===== src/rtl/fetch_unit.sv =====
// RISC-V instruction fetch stage: owns the PC, fetches over a req/ack handshake,
// holds the fetched word while decode stalls and computes the next PC.
module fetch_unit #(
  parameter int               WIDTH    = 32,
  parameter logic [WIDTH-1:0] RESET_PC = 32'h0000_0000
) (
  input  logic             clk,
  input  logic             rst,
  output logic             imem_req,
  output logic [WIDTH-1:0] imem_addr,
  input  logic             imem_ack,
  input  logic [WIDTH-1:0] imem_rdata,
  output logic [WIDTH-1:0] instr,
  output logic             instr_valid,
  input  logic             stall,
  input  logic             PCSrc,
  input  logic [WIDTH-1:0] ImmExt,
  output logic [WIDTH-1:0] PC,
  output logic [WIDTH-1:0] PCPlus4,
  output logic [WIDTH-1:0] PCTarget,
  output logic             misaligned
);

  typedef enum logic [1:0] {
    S_REQ   = 2'd0,
    S_VALID = 2'd1,
    S_HALT  = 2'd2
  } state_t;

  state_t           r_state;
  logic [WIDTH-1:0] r_pc;
  logic [WIDTH-1:0] r_instr;
  logic             r_valid;
  logic             r_mis;
  logic [WIDTH-1:0] w_next;

  assign PCPlus4  = r_pc + WIDTH'(4);
  assign PCTarget = r_pc + ImmExt;
  assign w_next   = PCSrc ? PCTarget : PCPlus4;

  // Request is gated by rst so an in-flight fetch is dropped the same cycle.
  assign imem_req    = (r_state == S_REQ) && !rst;
  assign imem_addr   = r_pc;
  assign instr       = r_instr;
  assign instr_valid = r_valid;
  assign PC          = r_pc;
  assign misaligned  = r_mis;

  always_ff @(posedge clk) begin
    if (rst) begin
      r_state <= S_REQ;
      r_pc    <= RESET_PC;
      r_instr <= '0;
      r_valid <= 1'b0;
      r_mis   <= 1'b0;
    end else begin
      unique case (r_state)
        S_REQ: begin
          if (imem_ack) begin
            r_instr <= imem_rdata;
            r_valid <= 1'b1;
            r_state <= S_VALID;
          end
        end
        S_VALID: begin
          // PCSrc/ImmExt only matter on the consume edge.
          if (!stall) begin
            r_valid <= 1'b0;
            if (w_next[1:0] == 2'b00) begin
              r_pc    <= w_next;
              r_state <= S_REQ;
            end else begin
              r_mis   <= 1'b1;
              r_state <= S_HALT;
            end
          end
        end
        S_HALT: ;
        default: r_state <= S_HALT;
      endcase
    end
  end

endmodule


===== config.mk =====
export PLATFORM = sky130hd
export DESIGN_NAME = fetch_unit
export DESIGN_NICKNAME = d
export VERILOG_FILES = /design/src/rtl/fetch_unit.sv
export SDC_FILE = /design/constraint.sdc
export NUM_CORES = 1
export LEC_CHECK = 0
export CORE_ASPECT_RATIO = 0.6
export CORE_MARGIN = 2
export CORE_UTILIZATION = 41
export CTS_BUF_LIST = sky130_fd_sc_hd__clkbuf_8 sky130_fd_sc_hd__clkbuf_16
export DETAILED_ROUTE_END_ITERATION = 8
export PLACE_DENSITY = 0.78
export SYNTH_ARGS = -nofsm -noshare
export SYNTH_HDL_FRONTEND = slang
export SYNTH_SLANG_ARGS = --single-unit

===== constraint.sdc =====
create_clock -name clk -period 4.3 [get_ports clk]
set_input_delay 0.86 -clock clk [delete_from_list [all_inputs] [get_ports clk]]
set_output_delay 0.86 -clock clk [all_outputs]
set_load 0.01 [all_outputs]

==> results of run 1 <==
-- metal layers --
metal | GRT usage [%] | vias up | wire length, um
li1 | - | 3101 | -
met1 | 41.3 | 2966 | 9520
met2 | 44.2 | 328 | 9210
met3 | 8.16 | 19 | 2100
met4 | 5.76 | 0 | 195
met5 | 0 | - | 0
-- cell families after synthesis --
family,after synthesis
simple gates,262
xor+xnor,56
mux,6
compound gates,203
fa+ha+maj,33
flops,68
buf+inv,90
-- state kept, by name (all words and copies together) (netlist names) --
register,count
PC,32
instr,32
instr_valid,1
misaligned,1
r_state,2
-- through the flow --
step	setup slack (ps)	hold WS [ps]	utilization, %	setup TNS (ps)
after floorplan	404	481	-	0
after global placement	-701	441	64.9	-7270
after detailed placement	-772	446	64.9	-8040
after CTS	-172	455	70.0	-470
after global routing	-67.0	467	71.2	-67.0
final	-12.5	452	71.2	-12.5
-- what timing repair did --
item | CTS | global route
gates resized for setup | 86 | 38
setup buffers | 7 | 7
pin swaps | 30 | 21
endpoints found under the setup margin | 23 | 16
endpoints found under the hold margin | 0 | 0
-- cells in the final DEF (no fill, tap or decap), types with 9 or more instances in the layout --
| master | n |
|---|---|
| nand2_1 | 110 |
| inv_1 | 19 |
| ha_4 | 18 |
| nor3_1 | 14 |
| dlygate4sd2_1 | 22 |
| a21oi_1 | 76 |
| nor2_1 | 48 |
| and3_1 | 15 |
| nand3_1 | 20 |
| xor2_1 | 19 |
| o211ai_1 | 9 |
| a21o_1 | 20 |
| buf_4 | 118 |
| xnor2_1 | 35 |
| nand4_1 | 11 |
| ha_1 | 12 |
| dfxtp_1 | 68 |
| clkbuf_16 | 9 |
| clkdlybuf4s50_1 | 193 |
| o21ai_0 | 36 |
-- critical path, cell delays in order --
cell and delay (ps):
clkdlybuf4s50_1 470, ha_2 290, or2_2 340, a21oi_4 200, a31oi_4 50, buf_6 130, a221o_1 340, buf_4 150
a311oi_2 280, xnor2_1 170, buf_2 170
-- worst paths after layout --
path	end	slack (ps)
min reg2reg	instr[31]	450
max reg2reg	PC[30]	1030
min	instr[31]	450
max	PCTarget[30]	-10
-- power breakdown --
part / switching (mW) / internal (mW)
clock network: 0.318 / 0.458
registers: 0.0208 / 0.657
logic: 0.263 / 0.287
total: 0.602 / 1.40
-- area by class of cell --
class / instances / area (um2) / share of cell area [%]
Sequential cell: 68 / 1360 / 15.0
Timing Repair Buffer: 357 / 3240 / 35.8
Inverter: 19 / 71.3 / 0.786
Clock buffer: 9 / 225 / 2.48
Multi-Input combinational cell: 560 / 3870 / 42.7
Clock inverter: 7 / 82.6 / 0.910
Tap cell: 170 / 213 / 2.35
==> metrics.txt, run 1 <==
Root Buffer clkbuf_16; worst reg2reg startpoint PC[16]; Synth Flop Type dfxtp_1; Slew Viols, Final 0; initial antenna violation count 0; dpl cells 1160; final hold viol count 0; mux contribution to synthesized area 1.16%; CTS clock-pin slew for the worst setup and hold paths 60 ps; sequential share of the synthesized area 25.6%; most frequent cell after synthesis nand2_1; status complete, but fails checks; worst vdd ir 0.000194 V; EDFF count, synth 0; Yosys top cell area share 25.6%; Final Skew 7.32 ps; Post-synth top cells nand2_1 (111), a21oi_1 (83), dfxtp_1 (68); CP endpoint kind output port; total gr overflow 0; IO buf count 231; Crit Path Max Fanout 4; nets 1117; failing checks setup timing; Area contributors post-synth dfxtp_1 (26%), nand2_1 (7.9%), a21oi_1 (7.8%); fin crit period 4310 ps; synthesis-to-finish area growth 70.9%; DIE HEIGHT 92.1 um; post-route cell area 9070 um2; # rows 32; 1st-iter DRT viols 525; Simple-Gate Fraction of Synth Area 22.9%; Required @ worst endpoint 3440 ps; R2R cell count 14; worst setup slack after layout -12.5 ps; GRT Util Overall 29.2%; final antenna-violating net count 0; Synth Area in XOR/XNOR 9.24%; first-pass GRT wire length 31.7 mm; Clock Latency Late Sink 340 ps; # DRC 0; TritonCTS clock tree built; hold_buf cts 0; Syn Nets 820; full die area 13900 um2; Initial Util 41.7%; critical setup path kind input pin to output port; Post-Syn Instances 718; total number of yosys warnings 0; crit path from ImmExt[18]; Slew @ Worst Pin 916 ps; Hold Crit Class register to register; drt wl/cell 17.7 um; post-synthesis cell type count 57; Antenna Cells 0; Layout Cells excl Fill 1190; largest family of logic cells by synthesized area compound AO/OA/AOI/OAI gates; pwr/cell area 221 nW/um2; Hold Startpoint instr[31]; Routed WL 21.0 mm; CP Launch Type input pin; Horiz. Die Dim 151 um; Ports 232; flops & latches, synth 68; Post-Syn Area 5310 um2; vias in the first global route 5964; maximum clock insertion buffer count 2; overall power 2.00 mW; vias per cell 5.39; via count of the routed design 6414; Core ar. 12700 um2; largest net degree at the start of global routing 43; Area after DPL 8260 um2; Synth area leader dfxtp_1; leakage power 3.82 nW; Hold Path Stages 2; post-synthesis adder-cell area fraction 7.92%; # fillers 1056; RSZ-0062 raised after global routing true; Final Cycle Share 100%; detailed-placement wirelength estimate 15.6 mm; ys async rst share 0%; TritonCTS buffer count 9; Max-Cap Viols 0; layout cell share with drive strength beyond 1 19.8%; Slew HR 38.7%; synthesized area per cell 7.39 um2; Fmax 0.232 GHz; # H-tree levels 3; post-synthesis compound-gate area fraction 24.0%; routability cong. 0.954; Arr. time, crit path 3450 ps; drt pass-1 iters 7; # clock sinks 68; final setup violation count 1
Power figures use the tool's default switching activity.
==> inputs of run 2 (changes only) <==
--- a/config.mk
+++ b/config.mk
@@ -8,8 +8,9 @@
 export CORE_ASPECT_RATIO = 0.6
 export CORE_MARGIN = 2
 export CORE_UTILIZATION = 41
-export CTS_BUF_LIST = sky130_fd_sc_hd__clkbuf_8 sky130_fd_sc_hd__clkbuf_16
+export CTS_BUF_LIST = sky130_fd_sc_hd__clkbuf_2
 export DETAILED_ROUTE_END_ITERATION = 8
+export HOLD_SLACK_MARGIN = 0.08
 export PLACE_DENSITY = 0.78
 export SYNTH_ARGS = -nofsm -noshare
 export SYNTH_HDL_FRONTEND = slang
==> run 2 against run 1 <==
The run now ends clean. Register-to-register slack improved by 40 ps. Routed wire length rose by 0.70%. Worst setup slack improved by 72 ps. Die area stayed put. Count of clock-buffer cells in the layout stayed put. Power decreased by 17%. First-iteration DRC count increased by 12%. Final cell count unchanged. Hold slack better by 15 ps. Design area fell by 1.1%. Sequential cell count did not move. Maximum frequency rose by 1.7%.
==> metrics.txt, run 2 (same netlist as run 1, synthesis figures left out) <==
nets 1117 (unchanged); Routed WL 21.2 mm (+0.70%); # H-tree levels 3 (unchanged); Hold Startpoint instr[31]; status complete, no violations; crit path from ImmExt[22]; most frequent cells in the layout clkdlybuf4s50_1 (189), buf_4 (121), nand2_1 (110), a21oi_1 (72), dfxtp_1 (56); most common cell after layout, fill and taps aside clkdlybuf4s50_1; Ports 232 (unchanged); overall power 1.66 mW (-17%); detailed-placement wirelength estimate 15.6 mm (unchanged); CP max-delay cell clkdlybuf4s50_1; total gr overflow 0 (unchanged); Final Skew 35.6 ps (+28.3 ps); Final Cycle Share 98.6% (-1.7 points); Flop pwr share 41.0% (+7.2 points); RSZ-0062 raised after global routing true; maximum clock insertion buffer count 2 (unchanged); Layout Cells excl Fill 1190 (unchanged); Slew HR 41.3% (+2.6 points); Min Hold Slack 467 ps (+15.1 ps); Antenna Cells 0 (unchanged); # clock sinks 68 (unchanged); power share of the clock group 25.9% (-13 points); Required @ worst endpoint 3440 ps (about the same); layout cell share with drive strength beyond 1 22.1% (+2.3 points); NetSw 0.569 mW (-5.6%); dpl cells 1160 (unchanged); final hold viol count 0 (unchanged); Combinational Power Share 33.1% (+5.7 points); Clock Latency Late Sink 540 ps (+200 ps); Root Buffer clkbuf_2; TritonCTS buffer count 9 (unchanged); CP Launch Type input pin; Slew Viols, Final 0 (unchanged); Initial Util 41.7% (unchanged); Horiz. Die Dim 151 um (unchanged); worst vdd ir 0.000167 V (-14%); Worst path most repeated cell a21o_1; 1st-iter DRT viols 587 (+12%); Core ar. 12700 um2 (unchanged); Top delay family on crit path compound AO/OA/AOI/OAI gates; fin crit period 4240 ps (-72.5 ps); initial antenna violation count 0 (unchanged); drt pass-1 iters 5 (-2); Max-Cap Viols 0 (unchanged); worst reg2reg startpoint PC[1]; hold_buf cts 0 (unchanged); CTS clock-pin slew for the worst setup and hold paths 210 ps (+150 ps); Int Power 1.09 mW (-22%); largest net degree at the start of global routing 43 (unchanged); # rows 32 (unchanged); Sw Ratio 34.3% (+4.3 points); Area after DPL 8260 um2 (unchanged); vias per cell 5.39 (about the same); leakage power 3.87 nW (+1.1%); first-pass GRT wire length 31.1 mm (-1.7%); Crit Path Max Fanout 5 (+1); routability cong. 0.954 (unchanged); Worst path max stage delay 500 ps (+30 ps); drt wl/cell 17.8 um (+0.70%); worst path bufs/invs 2 (-2); pwr/cell area 185 nW/um2 (-16%); Hold Crit Class register to register; final setup violation count 0 (-1); CP endpoint kind output port; synthesis-to-finish area growth 69.0%; post-route cell area 8970 um2 (-1.1%); via count of the routed design 6416 (+0.031%); DIE HEIGHT 92.1 um (unchanged); critical setup path kind input pin to output port; vias in the first global route 5903 (-1.0%); # DRC 0 (unchanged); full die area 13900 um2 (unchanged); GRT Util Overall 28.6% (-0.55 points); final antenna-violating net count 0 (unchanged); Fmax 0.236 GHz (+1.7%); IO buf count 231 (unchanged); TNS Setup 0 ps (+12.5 ps); Slew @ Worst Pin 877 ps (-39.1 ps); TritonCTS clock tree built; Arr. time, crit path 3380 ps (-70 ps); worst-path cell chain clkdlybuf4s50_1 > ha_2 > a21oi_2 > nand2_1 > a21o_1 > a21o_1 > a221o_1 > a311oi_2 > xnor2_1 > buf_2
## run 2: power by group through the flow
stage / clock network, mW / logic [mW] / registers [mW]
floorplan: 0 / 0.210 / 0.702
global placement: 0 / 0.511 / 0.688
detailed placement: 0 / 0.514 / 0.690
CTS: 0.442 / 0.526 / 0.678
global route: 0.463 / 0.585 / 0.683
finish: 0.429 / 0.548 / 0.679
## run 2: worst reg2reg max path, delay by kind of cell, from the launching register on
family	cells	cell delay, ps
AOI/OAI and AO/OA	7	1260
buffers and inverters	3	450
adders and majority gates	1	280
DFF	1	600
and+or+nand+nor	1	610
## run 2: final timing paths
kind / to / slack, ps / cells after the start
hold / removal: instr[31] / 470 / 2
hold reg to reg: instr[31] / 470 / 2
setup reg to reg: PC[29] / 1070 / 12
setup / recovery: PCTarget[30] / 60 / 10
## run 2: per-layer routing
metal / wire length, um / track usage [%]
met5: 0 / 0
met4: 191 / 4.60
met3: 2000 / 8.76
met2: 9280 / 43.5
met1: 9690 / 40.4
## run 2: stage by stage
stage | setup WS [ps] | utilization [%]
after floorplan | 404 | -
after global placement | -701 | 64.9
after detailed placement | -772 | 64.9
after CTS | -172 | 68.1
after global routing | -9.02 | 70.4
final | 60.0 | 70.4
## run 2: timing repair
action	in CTS	in global routing
buffers inserted	7	7
setup endpoints to repair	25	20
resized for setup	77	67
pin swaps	30	21
hold endpoints to repair	0	0
## run 2: final cells by class
type / count / area, um2
repair buffers: 357 / 3270
fillers: 1073 / 3760
inverters: 19 / 71.3
multi-input cells: 560 / 3910
clock buffers: 9 / 45.0
clock inverters: 7 / 82.6
flip-flops and latches: 68 / 1380
well taps: 170 / 213
